--- src/rtl/instr_encode_loader.sv ---
// Packs opcode/register/operand field sets into 16-bit instruction words and
// streams them to consecutive imem addresses. Optional macro: INSTR_ENC_CHECKSUM_EN.
module instr_encode_loader #(
  parameter int ADDR_W    = 8,
  parameter int DEPTH     = 256,
  parameter int BASE_ADDR = 0
) (
  input  logic              clk,
  input  logic              rst,
  input  logic              start,
  input  logic              in_valid,
  output logic              in_ready,
  input  logic              in_fmt,
  input  logic              in_last,
  input  logic [3:0]        in_opcode,
  input  logic [3:0]        in_src_addr1,
  input  logic [3:0]        in_src_addr2,
  input  logic [3:0]        in_dest_addr,
  input  logic [11:0]       in_operand,
  output logic              mem_we,
  output logic [ADDR_W-1:0] mem_addr,
  output logic [15:0]       mem_wdata,
  output logic              busy,
  output logic              done,
  output logic              truncated,
  output logic [ADDR_W:0]   count,
  output logic [15:0]       checksum
);

  localparam logic [1:0] ST_IDLE = 2'd0;
  localparam logic [1:0] ST_LOAD = 2'd1;
  localparam logic [1:0] ST_DONE = 2'd2;

  // Pointer arithmetic is modulo 2**ADDR_W, so the last slot may sit below the base.
  localparam logic [ADDR_W-1:0] BASE_PTR = ADDR_W'(BASE_ADDR);
  localparam logic [ADDR_W-1:0] LAST_PTR = ADDR_W'(BASE_ADDR + DEPTH - 1);

  logic [1:0]        state_q, state_d;
  logic [ADDR_W-1:0] ptr_q, ptr_d;
  logic [ADDR_W:0]   count_q, count_d;
  logic              truncated_q, truncated_d;
  logic              mem_we_q, mem_we_d;
  logic [ADDR_W-1:0] mem_addr_q, mem_addr_d;
  logic [15:0]       mem_wdata_q, mem_wdata_d;

  logic        accept;
  logic        full;
  logic        load_entry;
  logic [15:0] packed_word;

  assign accept = in_valid && (state_q == ST_LOAD);
  assign full   = (ptr_q == LAST_PTR);
  assign packed_word = in_fmt ? {in_opcode, in_operand}
                              : {in_opcode, in_src_addr1, in_src_addr2, in_dest_addr};

  // NOTE: every variable gets a default before the case so no latch is inferred.
  always_comb begin
    state_d     = state_q;
    ptr_d       = ptr_q;
    count_d     = count_q;
    truncated_d = truncated_q;
    mem_we_d    = 1'b0;
    mem_addr_d  = mem_addr_q;
    mem_wdata_d = mem_wdata_q;
    load_entry  = 1'b0;
    case (state_q)
      ST_IDLE, ST_DONE: begin
        if (start) begin
          load_entry  = 1'b1;
          state_d     = ST_LOAD;
          ptr_d       = BASE_PTR;
          count_d     = '0;
          truncated_d = 1'b0;
        end
      end
      ST_LOAD: begin
        if (accept) begin
          mem_we_d    = 1'b1;
          mem_addr_d  = ptr_q;
          mem_wdata_d = packed_word;
          ptr_d       = ptr_q + 1'b1;
          count_d     = count_q + 1'b1;
          if (in_last || full) begin
            state_d     = ST_DONE;
            truncated_d = full && !in_last;
          end
        end
      end
      default: state_d = ST_IDLE;
    endcase
  end

  // NOTE: sequential state uses non-blocking assignments only.
  always_ff @(posedge clk or posedge rst) begin
    if (rst) begin
      state_q     <= ST_IDLE;
      ptr_q       <= BASE_PTR;
      count_q     <= '0;
      truncated_q <= 1'b0;
      mem_we_q    <= 1'b0;
      mem_addr_q  <= '0;
      mem_wdata_q <= '0;
    end else begin
      state_q     <= state_d;
      ptr_q       <= ptr_d;
      count_q     <= count_d;
      truncated_q <= truncated_d;
      mem_we_q    <= mem_we_d;
      mem_addr_q  <= mem_addr_d;
      mem_wdata_q <= mem_wdata_d;
    end
  end

`ifdef INSTR_ENC_CHECKSUM_EN
  logic [15:0] checksum_q, checksum_d;

  // Folded in at the accept edge so it already includes the word on the bus.
  always_comb begin
    checksum_d = checksum_q;
    if (load_entry)  checksum_d = '0;
    else if (accept) checksum_d = checksum_q ^ packed_word;
  end

  always_ff @(posedge clk or posedge rst) begin
    if (rst) checksum_q <= '0;
    else     checksum_q <= checksum_d;
  end

  assign checksum = checksum_q;
`else
  assign checksum = 16'h0000;
`endif

  assign in_ready  = (state_q == ST_LOAD);
  assign busy      = (state_q == ST_LOAD);
  assign done      = (state_q == ST_DONE);
  assign truncated = truncated_q;
  assign count     = count_q;
  assign mem_we    = mem_we_q;
  assign mem_addr  = mem_addr_q;
  assign mem_wdata = mem_wdata_q;

endmodule

--- config.mk ---
export PLATFORM = sky130hd
export DESIGN_NAME = instr_encode_loader
export DESIGN_NICKNAME = d
export VERILOG_FILES = /design/src/rtl/instr_encode_loader.sv
export SDC_FILE = /design/constraint.sdc
export NUM_CORES = 1
export LEC_CHECK = 0
export CAP_MARGIN = 20
export CORE_UTILIZATION = 47
export CTS_CLUSTER_DIAMETER = 100
export CTS_CLUSTER_SIZE = 16
export DETAILED_ROUTE_END_ITERATION = 7
export GPL_TIMING_DRIVEN = 0
export PLACE_DENSITY = 0.83
export SLEW_MARGIN = 20
export SYNTH_ARGS = -nofsm -noshare
export SYNTH_HDL_FRONTEND = slang
export SYNTH_SLANG_ARGS = --single-unit
--- constraint.sdc ---
create_clock -name clk -period 3.29 [get_ports clk]
set_clock_uncertainty 0.15 [all_clocks]
set_input_delay 0.4935 -clock clk [delete_from_list [all_inputs] [get_ports clk]]
set_output_delay 0.4935 -clock clk [all_outputs]
set_load 0.01 [all_outputs]
## Word-level counts from Yosys, hierarchy flattened

Index checks and enable logic that the tools add are counted.

- Output and inout bits: 54
- Input bits: 34
- Latch bits: 0
- RAM bits: 0
- Bits in read-only memories: 0
- Word-level logic and storage cells: 43
- Memories: 0
- Register bits: 45

- Shifts and indexed selects: 0
- Divide/modulo/power cells: 0
- Bitwise logic cells: 0
- $mul: 0
- Muxes and demuxes: 17
- Add/sub/neg operators: 2
- $lt $le $gt $ge: 0
- Reduce and logical (&&, ||, !) cells: 11
- Eq/ne operators: 6

Operators with widths:

| operator | count |
|---|---|
| $mux W9 | 2 |
| $pmux W9 S2 | 1 |
| $mux W8 | 2 |
| $pmux W8 S2 | 1 |
| $mux W12 | 1 |
| $add A9 B1 Y9 const B | 1 |
| $add A8 B1 Y8 const B | 1 |
| $eq A8 B8 Y1 const B | 1 |
| $mux W2 | 3 |
| $reduce_and A3 Y1 | 2 |
| $mux W1 | 5 |
| $ne A2 B1 Y1 const B | 2 |
| $pmux W2 S2 | 1 |
| $reduce_and A4 Y1 | 1 |
| $eq A2 B1 Y1 const B | 1 |
| $eq A2 B2 Y1 const B | 1 |
| $logic_and A1 B1 Y1 | 2 |
| $logic_not A2 Y1 | 1 |
| $ne A2 B2 Y1 const B | 1 |
| $pmux W1 S2 | 1 |
| $reduce_and A2 Y1 | 1 |
| $reduce_bool A2 Y1 | 1 |
| $reduce_or A2 Y1 | 1 |
| $logic_not A1 Y1 | 1 |
| $logic_or A1 B1 Y1 | 1 |

## Longest topological paths before layout

Gate-level depths: netlist (run 1).

- Depth after elaboration: 5
- Mapped depth: 6

## Worst setup path before layout (run 1)

Ideal clock, no wire load.

- Kind: reg-to-output
- Start point: reg state_q[0]
- End point: out in_ready
- Arrival: 0.929 ns
- Slack: 1.718 ns
- Cell stages (with the launch flop): 3
- Required time: 2.646 ns
- Cell sequence: dfrtp_1 -> nor2b_1 -> buf_4

- Word-level cells in the longest chain between the ends: 1

Ends and longest elaborated chain:

| what | RTL line | text |
|---|---|---|
| start: declaration | 38 | `logic [1:0] state_q, state_d;` |
| start signal: assignment | 104 | `state_q <= state_d;` |
| $eq A2 B1 Y1 | -- |  |
| end: declaration | 12 | `output logic in_ready,` |

Every way passes these cells.

## Worst setup path in the final report (run 1)

- Start point: reg state_q[0]
- End point: out in_ready

- Word-level cells in the longest chain between the ends: 1

Ends and longest elaborated chain:

| what | RTL line | text |
|---|---|---|
| $eq A2 B1 Y1 | 134 | `assign in_ready = (state_q == ST_LOAD);` |

Every way passes these cells.

==> metrics.txt, run 1 <==
status=finished with violations; failing checks=DRC; Post-CTS Setup Bufs=0; Worst setup EP type=output port; Total GRT Usage=22.6%; Max Buffers Root-to-Sink=2; vias in the first global route=between 1500 and 2000; CP required=approximately 2.7 ns; Area contributors post-synth=dfrtp_1 50%, nand2_1 10%, mux2i_1 8.0%, buf_4 5.7%, o21ai_1 2.2%; synth unique cells=35; Mapped Area=0.00226 mm^2; WL/cell=about 14 um; Worst Path Arrival=around 1.7 ns; peak supply drop=roughly 0.00037 V; final cell count without fillers=around 380; startpoint types=flip-flop; unrepaired setup endpoints after global routing=no; DRT Wirelength=5130 um; Area Growth Syn to Fin=42.9%; Pleak=roughly 1.5 nW; worst min path class=reg2reg; # port buffers=~70; Power Total=0.00209 W; sequential-to-total area share from yosys stat=between 40% and 50%; final hold viol count=0; clock root cell=clkbuf_8; path type of the worst setup path=reg2out; Vias per Instance=slightly above 5; maxcap violations=0; Layout fillers=roughly 340; crit-path cells=nor2b_1, buf_4, clkdlybuf4s50_1; Max Slew Vio Count=0; HPWL Detailed=about 3800 um; Die X=roughly 71 um; Clock Latency Late Sink=around 0.30 ns; Cells after Synth=between 200 and 250; Reg clk slew, reported paths=0.08 ns; largest net degree at the start of global routing=28; Core Box Area=approximately 0.0045 mm^2; Max Fclk=422 MHz; YS warnings=0; Tmin final=2.37 ns; final setup fails=0; drt initial violations=between 100 and 150; Die Y=between 70 and 80 um; grt ovf=0; diodes inserted=0; Num CTS Buffers=5; CTS Sinks=45; CTS tree=done; post-route ant nets=0; CTS Hold Bufs=0; final worst path period share=roughly 72%; slowest stage cell on the critical path=clkdlybuf4s50_1; row count=24; nets@finish=360; share of the synthesized area in the top cell type=about half; initial antenna violation count=0; placed cell count=~370; total I/O pin count=88; Placer Congestion=about 0.79; via count=~1900; Pre-antenna DRT Iters=7; cell taking the most area after synthesis=dfrtp_1; H-Tree Level Count=2; Crit path largest cell delay=0.52 ns; synthesized area per cell=between 9 and 10 um^2; first-pass GRT wire length=approximately 8900 um; layout cells sized above 1=between 10% and 20%; DIE AREA=0.00508 mm^2; Starting Density=around 50%; worst hold margin=0.327 ns; worst-path fanout max=8; # DRC=6; synthesis-stage register bit count=45; setup TNS=0 ns; Post-CTS Resized=0; PD cells=~650 mW/mm^2
==> registers in the layout (all words and copies together), names as in the netlist <==
register / flops
count: 9
state_q: 2
mem_wdata: 16
mem_addr: 8
ptr_q: 8
mem_we: 1
truncated: 1
==> worst max-delay path: cells and delay by family (launching register included) <==
kind	cells	cell delay (ns)
buffers and inverters	2	0.66
DFF	1	0.51
and+or+nand+nor	1	0.26
==> power breakdown <==
group	total, W	switching, W	internal [W]
Combinational	0.000841	0.000405	0.000437
Clock	0.000432	0.000184	0.000248
Sequential	0.000820	0.000119	0.000701
Total	0.00209	0.000707	0.00139
==> through the flow <==
step | cell area, um^2 | util, % | setup slack [ns]
floorplan | 2310 | - | 1.59
global placement | 3090 | 69.0 | 0.709
detailed placement | 3110 | 69.5 | 1.09
CTS | 3220 | 72.1 | 0.908
global route | 3220 | 72.1 | 0.805
finish | 3220 | 72.1 | 0.922
==> synthesized netlist by cell type (all sizes together) <==
master / instances
nand3: 10
inv: 6
conb: 1
a22o: 1
nand2b: 4
o31ai: 2
and2b: 1
clkbuf: 4
mux2i: 18
o211ai: 1
a2111oi: 2
nand4: 2
ha: 2
o21ai: 18
nand4b: 2
nor2b: 2
o41ai: 1
xor2: 2
dfrtp: 45
a21oi: 5
a211oi: 2
or3: 3
a32o: 1
nand3b: 1
nand2: 63
buf: 24
o311ai: 2
nor2: 3
or4: 2
==> metal layers <==
metal | vias to the layer above | part of all wire, % | GRT usage [%]
met3 | 13 | 6.6 | 5.49
li1 | 932 | - | -
met5 | - | 0 | 0
met4 | 0 | 2.2 | 9.11
met1 | 895 | 41 | 26.9
met2 | 73 | 50 | 39.5
==> cells in the final DEF, fill, tap and decap left out, types with 3 or more instances in the layout <==
cell type        netlist  final
buf_4                 17     17
inv_1                  5      4
a21oi_1                5      5
clkbuf_8               0      6
buf_6                  3      3
nand3_1                9      9
clkbuf_1               4      5
nor2_1                 3      3
clkdlybuf4s50_1        0     71
o21ai_0                8      8
or3_1                  3      3
buf_2                  4      4
nand2b_1               4      4
conb_1                 1     16
mux2i_1               18     18
nand2_1               63     63
o21ai_1               10     10
dfrtp_1               45     45
==> layout make-up <==
class,instances,area [um^2],area share [%]
inverters,6,22.5,0.698
repair buffers,72,731,22.7
clock inverters,1,30.0,0.931
clock buffers,7,86.3,2.68
multi-input cells,166,967,30.0
well taps,52,65.1,2.02
plain buffers,28,196,6.09
flip-flops and latches,45,1130,34.9
==> path summary, 6_finish.rpt <==
kind	slack, ns	to	from	cells after the start
min	0.33	mem_addr[7]	mem_addr[7]	2
max	0.92	in_ready	state_q[0]	3
min in group asynchronous	0.36	mem_addr[2]	rst	2
max reg2reg	1.57	count[7]	state_q[0]	4
min reg2reg	0.33	mem_addr[7]	mem_addr[7]	2
max in group asynchronous	2.15	count[8]	rst	3
==> cell families (layout without fill, tap and decap cells) <==
group                    Yosys count  after routing  synth area share, %
AO/OA/AOI/OAI                     35             35                 11.2
XOR/XNOR                           2              2                0.777
adder cells (fa/ha/maj)            2              2                 1.11
buffers and inverters             34            114                 9.71
flip-flops                        45             45                 49.9
multiplexers                      18             18                 7.99
other                              1             16                0.166
AND/OR/NAND/NOR                   93             93                 19.1
(Power assumes the default switching activity.)
==> run 2: changes to the inputs <==
CORE_UTILIZATION = 39   (was 47)
PLACE_DENSITY = 0.74   (was 0.83)
clock period = 1.9 ns   (was 3.29 ns; I/O delays follow)
==> run 2 against run 1 <==
  * Sequential cell count unchanged
  * Die area increased by 20%
  * Critical path depth increased by 2
  * Core utilization decreased by 14 points
  * Setup slack got worse by 0.76 ns
  * Design area about the same
  * Critical path type is now reg2reg
  * Final cell count increased by 5.3%
  * Sequential share of layout area about the same
  * The flow now finishes without violations
  * Non-clock buffer count increased by 2
  * Power increased by 63%
  * First-iteration DRC count decreased by 11%
  * Combinational power increased by 75%
==> metrics.txt, run 2 (synthesis results as in run 1) <==
maxcap violations=0 (unchanged); Worst setup EP type=flip-flop (was output port); Core Box Area=0.00554 mm^2 (was 0.00447 mm^2); grt ovf=0 (unchanged); Placer Congestion=0.714 (was 0.788); GR Layer Usage met1=21.4% (was 26.9%); total I/O pin count=88 (unchanged); path type of the worst setup path=reg2reg (was reg2out); worst min path class=in2async (was reg2reg); reg-to-reg startpoint=state_q[0] (unchanged); nets@finish=362 (was 360); final hold viol count=0 (unchanged); worst-path fanout max=10 (was 8); Pleak=1.53 nW (was 1.52 nW); Total GRT Usage=17.5% (was 22.6%); via count=1892 (was 1913); Tmin final=1.74 ns; Area Growth Syn to Fin=43.0% (was 42.9%); first-pass GRT wire length=8360 um (was 8860 um); peak supply drop=0.000509 V (was 0.000373 V); largest net degree at the start of global routing=33 (was 28); final setup fails=0 (unchanged); row count=27 (was 24); initial antenna violation count=0 (unchanged); Starting Density=40.7% (was 50.4%); clock root cell=clkbuf_8 (unchanged); CP required=1.96 ns (was 2.65 ns); Reg2Reg Setup Slack=0.16 ns (was 1.57 ns); layout cells sized above 1=13.2% (was 12.3%); Vias per Instance=4.77 (was 5.07); Die X=78.1 um (was 71.3 um); setup TNS=0 ns (unchanged); Num CTS Buffers=5 (unchanged); diodes inserted=0 (unchanged); CTS tree=done (unchanged); HPWL Detailed=3630 um (was 3760 um); FF-to-FF path depth=5 (was 4); status=completed (was finished with violations); Place WS=-0.0825 ns (was 1.09 ns); leading cell type in the layout, fill and taps excluded=clkdlybuf4s50_1 (unchanged); PD cells=1060 mW/mm^2 (was 649 mW/mm^2); met2 Usage GRT=29.6% (was 39.5%); WL/cell=12.5 um (was 13.6 um); Max Slew Vio Count=0 (unchanged); CTS Sinks=45 (unchanged); DIE AREA=0.00609 mm^2 (was 0.00508 mm^2); Crit path largest cell delay=0.42 ns (was 0.52 ns); Pre-antenna DRT Iters=4 (was 7); crit-path cells=buf_4, nand2b_1, buf_6, a2111oi_2, mux2i_1 (was nor2b_1, buf_4, clkdlybuf4s50_1); Die Y=78.1 um (was 71.3 um); Max Fclk=about 580 MHz; startpoint types=flip-flop (unchanged); most frequent cells in the layout=68 x clkdlybuf4s50_1, 63 x nand2_1, 44 x dfrtp_1, 19 x buf_4, 18 x mux2i_1 (was 71 x clkdlybuf4s50_1, 63 x nand2_1, 45 x dfrtp_1, 18 x mux2i_1, 17 x buf_4); # port buffers=71 (unchanged); Max Buffers Root-to-Sink=2 (unchanged); worst hold margin=0.112 ns (was 0.327 ns); post-route ant nets=0 (unchanged); Top Usage Layer GRT=met2 (unchanged); final worst path period share=91.5%; drt initial violations=111 (was 125); met3 usage=5.23% (was 5.49%); DRT Wirelength=4950 um (was 5130 um); PnR worst setup slack=0.162 ns (was 0.922 ns); Layout fillers=516 (was 344); fin util=58.2% (was 72.1%); unrepaired setup endpoints after global routing=no (unchanged); vias in the first global route=1825 (was 1888); H-Tree Level Count=2 (unchanged); slowest stage cell on the critical path=dfrtp_2 (was clkdlybuf4s50_1); Worst Path Arrival=1.80 ns (was 1.72 ns); Reg clk slew, reported paths=0.08 ns (about the same); # DRC=0 (was 6); Clock Latency Late Sink=0.29 ns (was 0.30 ns); max reg flops=16 (unchanged); Crit Reg-Reg Endpoint=count[7] (unchanged)
## run 2: through the flow
step                      instance area (um^2)  cells  power (W)
after CTS                                 3220    397    0.00346
after detailed placement                  3130    389    0.00289
after global placement                    3110    388    0.00285
after global routing                      3230    397    0.00368
final                                     3230    397    0.00342
after floorplan                           2310    245    0.00213
## run 2: repair_timing
action / 4_1_cts / 5_1_grt
buffers inserted: 2 / 0
pin swaps: 0 / 0
gates resized for setup: 4 / 1
hold buffers: 0 / 0
setup endpoints to repair: 3 / 1
## run 2: worst max path at each step
stage                     slack [ns]       start  cells after the start       end
after floorplan                 0.35  state_q[0]                      4  count[7]
after global placement         -0.53         rst                      2  count[5]
after detailed placement       -0.08    in_valid                      6  ptr_q[5]
after CTS                       0.03  state_q[1]                      2      busy
after global routing            0.07  state_q[0]                      5  count[8]
final                           0.16  state_q[0]                      5  count[7]
## run 2: worst max-delay path: cells and delay by family, from the launching register on
| kind | cells | cell delay (ns) |
|---|---|---|
| flip-flops | 1 | 0.42 |
| AO/OA/AOI/OAI | 1 | 0.38 |
| buffers and inverters | 2 | 0.31 |
| multiplexers | 1 | 0.24 |
| AND/OR/NAND/NOR | 1 | 0.15 |
## run 2: final cells by class
class	count	area [um^2]	area share [%]
Sequential cell	45	1130	34.9
Multi-Input combinational cell	166	970	30.1
Timing Repair Buffer	74	746	23.1
Buffer	28	196	6.09
Tap cell	72	90.1	2.79
Clock buffer	5	68.8	2.13
Inverter	6	22.5	0.698
Clock inverter	1	5.00	0.155
## run 2: per-layer routing
metal  routed length, um  up-vias  part of all wire [%]
met4                  27        0                  0.55
li1                    -      938                     -
met1                2090      883                    42
met5                   0        -                     0
met2                2480       68                    50
met3                 350        3                   7.1
## run 2: power by group
group          total [W]  switching, W  internal, W
clock           0.000549      0.000306     0.000242
sequential       0.00140      0.000178      0.00122
combinational    0.00147      0.000708     0.000765
total            0.00342       0.00119      0.00222
==> run 3: changes to the inputs <==
GPL_TIMING_DRIVEN = 1   (was 0)
==> run 3 against run 2 <==
  * Final cell count fell by 3.8%
  * Hold slack got worse by 0.026 ns
  * Design area fell by 1.8%
  * Routed wire length fell by 2.5%
  * Global-route usage fell by 0.37 points
  * Clock power rose by 36%
  * Critical path depth fell by 4
  * Largest cell class unchanged
==> metrics.txt, run 3 (synthesis results as in run 1) <==
Num CTS Buffers=5 (unchanged); Reg2Reg Setup Slack=0.17 ns (was 0.16 ns); Worst Path Arrival=1.31 ns (was 1.80 ns); Die X=78.1 um (unchanged); Reg clk slew, reported paths=0.09 ns (was 0.08 ns); row count=27 (unchanged); CP required=1.46 ns (was 1.96 ns); crit-path cells=clkdlybuf4s50_1 (was buf_4, nand2b_1, buf_6, a2111oi_2, mux2i_1); worst-path fanout max=5 (was 10); clock root cell=clkbuf_8 (unchanged); status=completed (unchanged); Core Box Area=0.00554 mm^2 (unchanged); vias in the first global route=1803 (was 1825); most frequent cells in the layout=68 x clkdlybuf4s50_1, 63 x nand2_1, 44 x dfrtp_1, 18 x mux2i_1, 16 x conb_1 (was 68 x clkdlybuf4s50_1, 63 x nand2_1, 44 x dfrtp_1, 19 x buf_4, 18 x mux2i_1); nets@finish=345 (was 362); CTS tree=done (unchanged); DRT Wirelength=4820 um (was 4950 um); Area Growth Syn to Fin=40.4% (was 43.0%); largest net degree at the start of global routing=22 (was 33); # DRC=0 (unchanged); Crit. path cell count=1 (was 5); crit path launch=count[2] (was state_q[0]); Max Slew Vio Count=0 (unchanged); CTS Sinks=45 (unchanged); initial antenna violation count=0 (unchanged); final setup fails=0 (unchanged); Placer Congestion=0.822 (was 0.714); post-route ant nets=0 (unchanged); CP endpoint=count[2] (was count[7]); slowest stage cell on the critical path=clkdlybuf4s50_1 (was dfrtp_2); CTS Hold Bufs=0 (unchanged); max reg flops=16 (unchanged); Total GRT Usage=17.1% (was 17.5%); Vias per Instance=4.79 (was 4.77); PnR worst setup slack=0.157 ns (was 0.162 ns); Tmin final=1.74 ns (about the same); Max Buffers Root-to-Sink=2 (unchanged); H-Tree Level Count=2 (unchanged); Pre-antenna DRT Iters=4 (unchanged); drt initial violations=115 (was 111); worst min path class=in2async (unchanged); crit path buf inv count=1 (was 2); peak supply drop=0.000488 V (was 0.000509 V); leading cell type in the layout, fill and taps excluded=clkdlybuf4s50_1 (unchanged); Pleak=1.47 nW (was 1.53 nW); Starting Density=40.7% (unchanged); Die Y=78.1 um (unchanged); WL/cell=12.6 um (was 12.5 um); startpoint types=flip-flop (unchanged); PD cells=1130 mW/mm^2 (was 1060 mW/mm^2); Place WS=-0.0238 ns (was -0.0825 ns); reg-to-reg startpoint=state_q[0] (unchanged); Clock Latency Late Sink=0.30 ns (was 0.29 ns); grt ovf=0 (unchanged); HPWL Detailed=3660 um (was 3630 um); Crit Reg-Reg Endpoint=count[7] (unchanged); maxcap violations=0 (unchanged); FF-to-FF path depth=4 (was 5); Max Fclk=574 MHz (was 575 MHz); Worst setup EP type=output port (was flip-flop); unrepaired setup endpoints after global routing=no (unchanged); total I/O pin count=88 (unchanged); # port buffers=71 (unchanged); Crit path largest cell delay=0.56 ns (was 0.42 ns); fin util=57.2% (was 58.2%); path type of the worst setup path=reg2out (was reg2reg); Post-CTS Setup Bufs=0 (was 2); final worst path period share=91.7% (was 91.5%); layout cells sized above 1=10.0% (was 13.2%); first-pass GRT wire length=8200 um (was 8360 um); CP delay by family, top=buffers and inverters (was flip-flops); DIE AREA=0.00609 mm^2 (unchanged); final hold viol count=0 (unchanged); Layout fillers=520 (was 516); via count=1831 (was 1892); diodes inserted=0 (unchanged)
==> run 3: layout make-up <==
class / count / area [um^2] / share of cell area, %
tap: 72 / 90.1 / 2.84
multi-input combinational: 166 / 975 / 30.8
timing repair buffer: 85 / 837 / 26.4
sequential: 45 / 1130 / 35.6
clock buffer: 7 / 86.3 / 2.73
clock inverter: 1 / 30.0 / 0.948
inverter: 6 / 22.5 / 0.711
==> run 3: how the worst min path moves through the flow <==
stage / slack [ns] / endpoint
floorplan: 0.24 / mem_wdata[12]
global placement: 0.31 / mem_wdata[13]
detailed placement: 0.31 / mem_addr[4]
CTS: 0.1 / mem_addr[5]
global route: 0.13 / mem_addr[1]
finish: 0.09 / mem_addr[5]
==> run 3: per-layer routing <==
metal | part of all wire, % | vias to the layer above | GRT usage, %
met5 | 0 | - | 0
met4 | 0.91 | 0 | 4.07
met2 | 50 | 66 | 29.1
met3 | 6.1 | 6 | 5.00
met1 | 43 | 855 | 21.3
li1 | - | 904 | -
==> run 3: power breakdown <==
group	total [W]	leakage (nW)	switching, W	internal [W]
Combinational	0.00143	0.822	0.000676	0.000758
Sequential	0.00140	0.591	0.000188	0.00122
Clock	0.000747	0.0585	0.000318	0.000429
==> run 3: what timing repair did <==
| item | in CTS | in global routing |
|---|---|---|
| endpoints found under the hold margin | 0 | 0 |
| resized for setup | 6 | 0 |
| setup endpoints to repair | 3 | 0 |
==> run 3: stage by stage <==
step	instance area [um^2]	power [W]	hold WS, ns	setup TNS [ns]	std cells
final	3170	0.00358	0.0859	0	382
after floorplan	2310	0.00213	0.240	0	245
after global routing	3170	0.00384	0.128	0	382
after global placement	3050	0.00285	0.307	0	374
after CTS	3170	0.00363	0.0967	0	382
after detailed placement	3050	0.00288	0.313	-0.0475	374
